==> src/rtl/acoustics_pkg.sv <==
// Shared constants and types for the hydrophone acoustics chain.
// FRAME_LEN must be a power of two so frame indices wrap naturally.
package acoustics_pkg;

  localparam int unsigned FRAME_LEN       = 64;
  localparam int unsigned SAMPLE_WIDTH    = 16;
  localparam int unsigned AXIS_DATA_WIDTH = 32;
  localparam int unsigned FRAME_IDX_WIDTH = $clog2(FRAME_LEN);

  typedef logic [FRAME_IDX_WIDTH-1:0] frame_idx_t;

  localparam frame_idx_t LAST_IDX = frame_idx_t'(FRAME_LEN - 1);

endpackage

==> src/rtl/fft_frame_source_if.sv <==
// AXI-Stream link from fft_frame_source (master) to the FFT core (slave).
//   T_DATA  : {imag = 0, real sample}
//   T_VALID : beat valid
//   T_READY : slave ready
//   T_LAST  : final beat of a frame
interface fft_frame_source_if;
  import acoustics_pkg::*;

  logic [AXIS_DATA_WIDTH-1:0] T_DATA;
  logic                       T_VALID;
  logic                       T_READY;
  logic                       T_LAST;

  modport master (
    output T_DATA,
    output T_VALID,
    output T_LAST,
    input  T_READY
  );

  modport slave (
    input  T_DATA,
    input  T_VALID,
    input  T_LAST,
    output T_READY
  );

endinterface

==> src/rtl/pingpong_frame_buf.sv <==
// Two-bank register file holding one frame per bank.
//   clk_i                           : write clock
//   wr_en_i/wr_bank_i/wr_idx_i/wr_data_i : synchronous write port
//   rd_bank_i/rd_idx_i -> rd_data_o : asynchronous read port
// Contents are not reset; the control logic never reads a bank before filling it.
module pingpong_frame_buf
  import acoustics_pkg::*;
(
  input  logic                    clk_i,
  input  logic                    wr_en_i,
  input  logic                    wr_bank_i,
  input  frame_idx_t              wr_idx_i,
  input  logic [SAMPLE_WIDTH-1:0] wr_data_i,
  input  logic                    rd_bank_i,
  input  frame_idx_t              rd_idx_i,
  output logic [SAMPLE_WIDTH-1:0] rd_data_o
);

  logic [SAMPLE_WIDTH-1:0] mem_q [2][FRAME_LEN];

  always_ff @(posedge clk_i) begin
    if (wr_en_i) begin
      mem_q[wr_bank_i][wr_idx_i] <= wr_data_i;
    end
  end

  assign rd_data_o = mem_q[rd_bank_i][rd_idx_i];

endmodule

==> src/rtl/fft_frame_source.sv <==
// Collects strobed ADC samples into a ping-pong buffer and streams each full
// bank to the FFT as one AXI-Stream frame.
//   clk, reset_b          : clock, async active-low reset
//   Sample_Data/Valid     : one-cycle sample strobe
//   Enable                : accept samples; low discards any partial frame
//   Overflow_Clear        : clears the sticky Overflow flag
//   axis                  : AXI-Stream master towards the FFT
//   Overflow              : sticky, a sample was dropped because no bank was free
//   Frame_Count           : frames completed on the stream (wraps)
module fft_frame_source
  import acoustics_pkg::*;
(
  input  logic                    clk,
  input  logic                    reset_b,
  input  logic [SAMPLE_WIDTH-1:0] Sample_Data,
  input  logic                    Sample_Valid,
  input  logic                    Enable,
  input  logic                    Overflow_Clear,
  fft_frame_source_if.master      axis,
  output logic                    Overflow,
  output logic [15:0]             Frame_Count
);

  logic       wb_q, wb_d;
  logic       rb_q, rb_d;
  frame_idx_t wr_idx_q, wr_idx_d;
  frame_idx_t rd_idx_q, rd_idx_d;
  logic [1:0] full_q, full_d;
  logic       overflow_q, overflow_d;
  logic [15:0] frame_count_q, frame_count_d;

  logic t_valid, handshake, last_hs;
  logic wr_en, wr_done, drop;
  logic [SAMPLE_WIDTH-1:0] rd_data;

  always_comb begin
    t_valid   = full_q[rb_q];
    handshake = t_valid && axis.T_READY;
    last_hs   = handshake && (rd_idx_q == LAST_IDX);
    wr_en     = Sample_Valid && Enable && !full_q[wb_q];
    drop      = Sample_Valid && Enable && full_q[wb_q];
    wr_done   = wr_en && (wr_idx_q == LAST_IDX);
  end

  always_comb begin
    full_d = full_q;
    if (last_hs) full_d[rb_q] = 1'b0;
    if (wr_done) full_d[wb_q] = 1'b1;

    // Move to the other bank once ours is full and the other is free; this
    // covers both the same-edge toggle and the deferred toggle on release.
    wb_d = wb_q;
    if (full_d[wb_q] && !full_d[~wb_q]) wb_d = ~wb_q;

    wr_idx_d = wr_idx_q;
    if (!Enable) begin
      wr_idx_d = '0;
    end else if (wr_en) begin
      wr_idx_d = wr_done ? '0 : frame_idx_t'(wr_idx_q + 1'b1);
    end

    rd_idx_d      = rd_idx_q;
    rb_d          = rb_q;
    frame_count_d = frame_count_q;
    if (handshake) begin
      rd_idx_d = last_hs ? '0 : frame_idx_t'(rd_idx_q + 1'b1);
    end
    if (last_hs) begin
      rb_d          = ~rb_q;
      frame_count_d = frame_count_q + 16'd1;
    end

    // A drop in the same cycle as a clear wins.
    overflow_d = overflow_q;
    if (drop) begin
      overflow_d = 1'b1;
    end else if (Overflow_Clear) begin
      overflow_d = 1'b0;
    end
  end

  always_ff @(posedge clk or negedge reset_b) begin
    if (!reset_b) begin
      wb_q          <= 1'b0;
      rb_q          <= 1'b0;
      wr_idx_q      <= '0;
      rd_idx_q      <= '0;
      full_q        <= '0;
      overflow_q    <= 1'b0;
      frame_count_q <= '0;
    end else begin
      wb_q          <= wb_d;
      rb_q          <= rb_d;
      wr_idx_q      <= wr_idx_d;
      rd_idx_q      <= rd_idx_d;
      full_q        <= full_d;
      overflow_q    <= overflow_d;
      frame_count_q <= frame_count_d;
    end
  end

  pingpong_frame_buf u_buf (
    .clk_i     (clk),
    .wr_en_i   (wr_en),
    .wr_bank_i (wb_q),
    .wr_idx_i  (wr_idx_q),
    .wr_data_i (Sample_Data),
    .rd_bank_i (rb_q),
    .rd_idx_i  (rd_idx_q),
    .rd_data_o (rd_data)
  );

  // Data is gated so the bus reads zero whenever no beat is offered.
  assign axis.T_VALID = t_valid;
  assign axis.T_LAST  = t_valid && (rd_idx_q == LAST_IDX);
  assign axis.T_DATA  = t_valid ? {{(AXIS_DATA_WIDTH - SAMPLE_WIDTH){1'b0}}, rd_data} : '0;

  assign Overflow    = overflow_q;
  assign Frame_Count = frame_count_q;

endmodule

==> src/flat_wrapper.sv <==
// flat-port wrapper written by rule: the top's interface ports become plain ports
module fft_frame_source_flat import acoustics_pkg::*;
  (clk, reset_b, Sample_Data, Sample_Valid, Enable, Overflow_Clear, Overflow, Frame_Count, axis_T_DATA, axis_T_VALID, axis_T_LAST, axis_T_READY);
  fft_frame_source_if axis_i ();
  input  logic clk;
  input  logic reset_b;
  input  logic [SAMPLE_WIDTH-1:0] Sample_Data;
  input  logic Sample_Valid;
  input  logic Enable;
  input  logic Overflow_Clear;
  output logic Overflow;
  output logic [15:0] Frame_Count;
  output wire logic [$bits(axis_i.T_DATA)-1:0] axis_T_DATA;
  output wire logic [$bits(axis_i.T_VALID)-1:0] axis_T_VALID;
  output wire logic [$bits(axis_i.T_LAST)-1:0] axis_T_LAST;
  input wire logic [$bits(axis_i.T_READY)-1:0] axis_T_READY;
  assign axis_T_DATA = axis_i.T_DATA;
  assign axis_T_VALID = axis_i.T_VALID;
  assign axis_T_LAST = axis_i.T_LAST;
  assign axis_i.T_READY = axis_T_READY;
  fft_frame_source u_core (.clk(clk), .reset_b(reset_b), .Sample_Data(Sample_Data), .Sample_Valid(Sample_Valid), .Enable(Enable), .Overflow_Clear(Overflow_Clear), .axis(axis_i), .Overflow(Overflow), .Frame_Count(Frame_Count));
endmodule
==> config.mk <==
export PLATFORM = sky130hd
export DESIGN_NAME = fft_frame_source_flat
export DESIGN_NICKNAME = d
export VERILOG_FILES = /design/src/rtl/acoustics_pkg.sv /design/src/rtl/fft_frame_source_if.sv /design/src/rtl/pingpong_frame_buf.sv /design/src/rtl/fft_frame_source.sv /design/src/flat_wrapper.sv
export SDC_FILE = /design/constraint.sdc
export NUM_CORES = 2
export LEC_CHECK = 0
export CAP_MARGIN = 25
export CORE_MARGIN = 4
export CORE_UTILIZATION = 45
export DETAILED_ROUTE_END_ITERATION = 16
export DONT_BUFFER_PORTS = 1
export SLEW_MARGIN = 25
export SYNTH_ARGS = -nofsm -noshare
export SYNTH_HDL_FRONTEND = slang
export SYNTH_HIERARCHICAL = 1
export SYNTH_SLANG_ARGS = --single-unit
==> constraint.sdc <==
create_clock -name clk -period 8.85 [get_ports clk]
set_clock_uncertainty 0.05 [all_clocks]
set_input_delay 2.2125 -clock clk [delete_from_list [all_inputs] [get_ports clk]]
set_output_delay 2.2125 -clock clk [all_outputs]
set_load 0.005 [all_outputs]
==> results by group <==
Global routing
  – Largest net degree at the start of global routing: between 100 and 150
  – Grt total ovfl: 0
  – Total track usage: around a fifth
  – Global-route wire length before repair: ~270 mm
  – Number of global-route vias before repair: ~37000
  – Initial antenna violation count: 13

Floorplanning
  – Core Rows: 154
  – Core area: 0.176 mm²
  – I/O pin cnt: 73
  – Die Ht: around 430 µm
  – Die area: around 0.18 mm²
  – Die width: between 400 and 500 µm
  – Initial Util: 45.4%

Yosys
  – Simple-gate share of the synthesized area: under 10%
  – Synth Area per Inst: roughly 25 µm²
  – Ys flop type: edfxtp_1
  – Async set or reset register ratio after synthesis: 1.59%
  – Compound-gate portion of the synthesized area: 0.117%
  – Synthesized flop and latch total: 2081
  – Synth area leaders: edfxtp_1 (77%), mux4_2 (19%), dfrtp_1 (1.0%), nor2_1 (0.64%), clkbuf_1 (0.47%)
  – Post-Syn Area: 0.0801 mm²
  – Synth warn: 6
  – Post-synthesis cell type count: ~40
  – Post-Synth Adder-Cell Area: less than 1%
  – Largest family of logic cells by synthesized area: multiplexers
  – Register area share after synthesis: between 70 and 80%
  – Synth area leader: edfxtp_1
  – Synth top area share: 76.8%
  – Post-synth EDFFs: 2048
  – Multiplexer share of the synthesized area: between 10% and 20%
  – Syn Inst Count: 3267
  – Synth Area in XOR/XNOR: less than 1%

Hold path
  – Hold Crit Depth: 1
  – Hold Crit Class: reg2reg

Critical path
  – Most used cell, CP: mux4_2
  – CP arrival: between 4 and 5 ns
  – Worst Setup Path Type: reg2out
  – Setup crit end kind: output port
  – Crit Path Max Fanout: 32
  – Worst-path cell chain: buf_12 -> buf_4 -> mux4_2 -> mux4_2 -> mux4_2 -> mux2_2 -> and2_1
  – Startpoint type of the worst setup path: flip-flop
  – Max stage delay on crit path: ~0.76 ns
  – Critical-path top delay cell: dfrtp_4
  – Worst-case reg-to-reg path depth: 7
  – WP data required: 6.59 ns

CTS
  – Clock sinks: between 2000 and 2500
  – Hold_buf cts: 0
  – # Post-CTS Setup Buffers: 0
  – CTS buffer count: approximately 200
  – Root buf cell: clkbuf_16
  – PostCTS Resize Cnt: 0
  – Clock transition at path regs: roughly 0.060 ns
  – Later-pin clock latency in the skew report: ~0.8 ns
  – H-tree levels: 4
  – CTS max path bufs: 3
  – CTS tree: built

Layout
  – Area grow syn2layout: 12.5%
  – Nets@finish: ~3500
  – Share of layout cells above drive strength 1: around a third
  – Commonest non-fill, non-tap cell in the layout: edfxtp_1
  – Non-filler cells, final: approximately 6000
  – Most frequent cells in the layout: edfxtp_1 (2048), mux4_2 (672), clkbuf_16 (209), buf_4 (145), nor2_1 (134)

STA
  – RSZ-0062 raised after global routing: false
  – Setup violators final: 0
  – Final Hold Fails: 0
  – Least-Margin Pin Slew: 1.13 ns
  – Highest Clock Rate: about 140 MHz
  – Worst slew margin: 24.7%
  – Final WS setup: between 1.5 and 2 ns
  – Max-slew violation count: 0
  – Period utilization: between 70% and 80%
  – Final min period: between 7 and 8 ns
  – Setup TNS: 0 ns

Drt
  – Post-DR wirelength/cell: 31.9 µm
  – DRC viols: 0
  – First-pass DRT Iterations: 5
  – Total Wirelength: ~190 mm
  – Remaining antenna violation count: 0
  – DRT iter0 DRCs: 4427
  – Vias: between 30000 and 40000
  – Via density: 6.04

Placement
  – Pre-CTS WS: ~2.6 ns
  – DPL Wire Length: 105 mm
  – Routability congestion estimate from global placement: about 0.79
  – Placed Cells incl. Taps: 5593
  – PortBufs: 0

Status
  – Status: finished clean

Power and ir drop
  – Final Power: 22.7 mW
  – Peak supply drop: ~0.25 mV
  – Leakage: about 27 nW
  – PD cells: 251 mW/mm²

Job
  – Max-cap violations: 0
## area by class of cell
type,count,area (µm²)
fillers,13500,86400
flip-flops and latches,2081,62300
multi-input cells,1004,16900
clock buffers,244,5360
well taps,2340,2930
repair buffers,159,1370
clock inverters,121,1080
inverters,9,33.8
diodes,4,10.0
## flip-flops by register name (all words and copies together), names as in the netlist
name / cells
u_core/Overflow: 1
u_core/rd_idx_q: 6
u_core/Frame_Count: 16
u_core/wb_q: 1
u_core/wr_idx_q: 6
u_core/full_q: 2
u_core/rb_q: 1
u_core/u_buf/mem_q: 2048
## where the power goes
group	internal [mW]	switching (mW)	total, mW
combinational	1.50	1.80	3.29
sequential	10.8	0.134	11.0
clock	4.77	3.61	8.39
total	17.1	5.54	22.7
## cells by family (layout without fill, tap and decap cells)
family	Yosys count	count (layout)
muxes	694	694
buffers and inverters	197	533
AOI/OAI and AO/OA	16	16
xor gates and xnor gates	21	21
DFF	2081	2081
adders and majority gates	3	3
other	1	20
and+or+nand+nor	254	254
## layer usage
layer	track usage, %	up-vias	routed length [µm]
met1	29.0	19800	75700
met4	5.80	0	5040
met3	4.54	254	16400
li1	-	14400	-
met2	33.0	1506	92900
met5	0	-	0
## critical path, delay by kind of cell, from the launching register on
kind | cells | cell delay, ns
multiplexers | 4 | 2.04
buffers and inverters | 2 | 0.94
flip-flops | 1 | 0.76
AND/OR/NAND/NOR | 1 | 0.19
## synth_stat cells, types with 2 or more instances
cell and count:
a21oi_1 3, a31oi_1 2, and2_1 18, and3_1 3, and4_2 2, buf_1 16, buf_2 54, buf_4 16
clkbuf_1 101, dfrtp_1 33, edfxtp_1 2048, ha_1 3, inv_1 9, mux2_2 17, mux2i_1 4, mux4_2 672
nand2_1 37, nand3_1 18, nand3b_1 3, nand4_1 10, nor2_1 137, nor2b_1 3, nor3_1 5, nor4_1 3
o21ai_0 7, or2_2 9, or3_1 2, xnor2_1 16, xor2_1 4
## through the flow
stage | utilization (%) | hold slack, ns | instance area, µm²
6_report | 51.0 | 0.470 | 90100
5_1_grt | 51.0 | 0.503 | 90100
4_1_cts | 51.0 | 0.478 | 90100
3_5_place_dp | 47.4 | 0.467 | 83600
3_3_place_gp | 47.4 | 0.459 | 83600
2_1_floorplan | - | 0.418 | 80100
## path summary, 6_finish.rpt
check | from | endpoint | slack (ns)
setup reg to reg | u_core/wb_q | u_core/u_buf/mem_q[0][346] | 4.32
hold / removal | u_core/Frame_Count[15] | u_core/Frame_Count[15] | 0.47
setup / recovery | u_core/rb_q | axis_T_DATA[6] | 1.80
min in group asynchronous | reset_b | u_core/Overflow | 1.03
max in group asynchronous | reset_b | u_core/rb_q | 7.64
hold reg to reg | u_core/Frame_Count[15] | u_core/Frame_Count[15] | 0.47
Power figures use the tool's default switching activity.
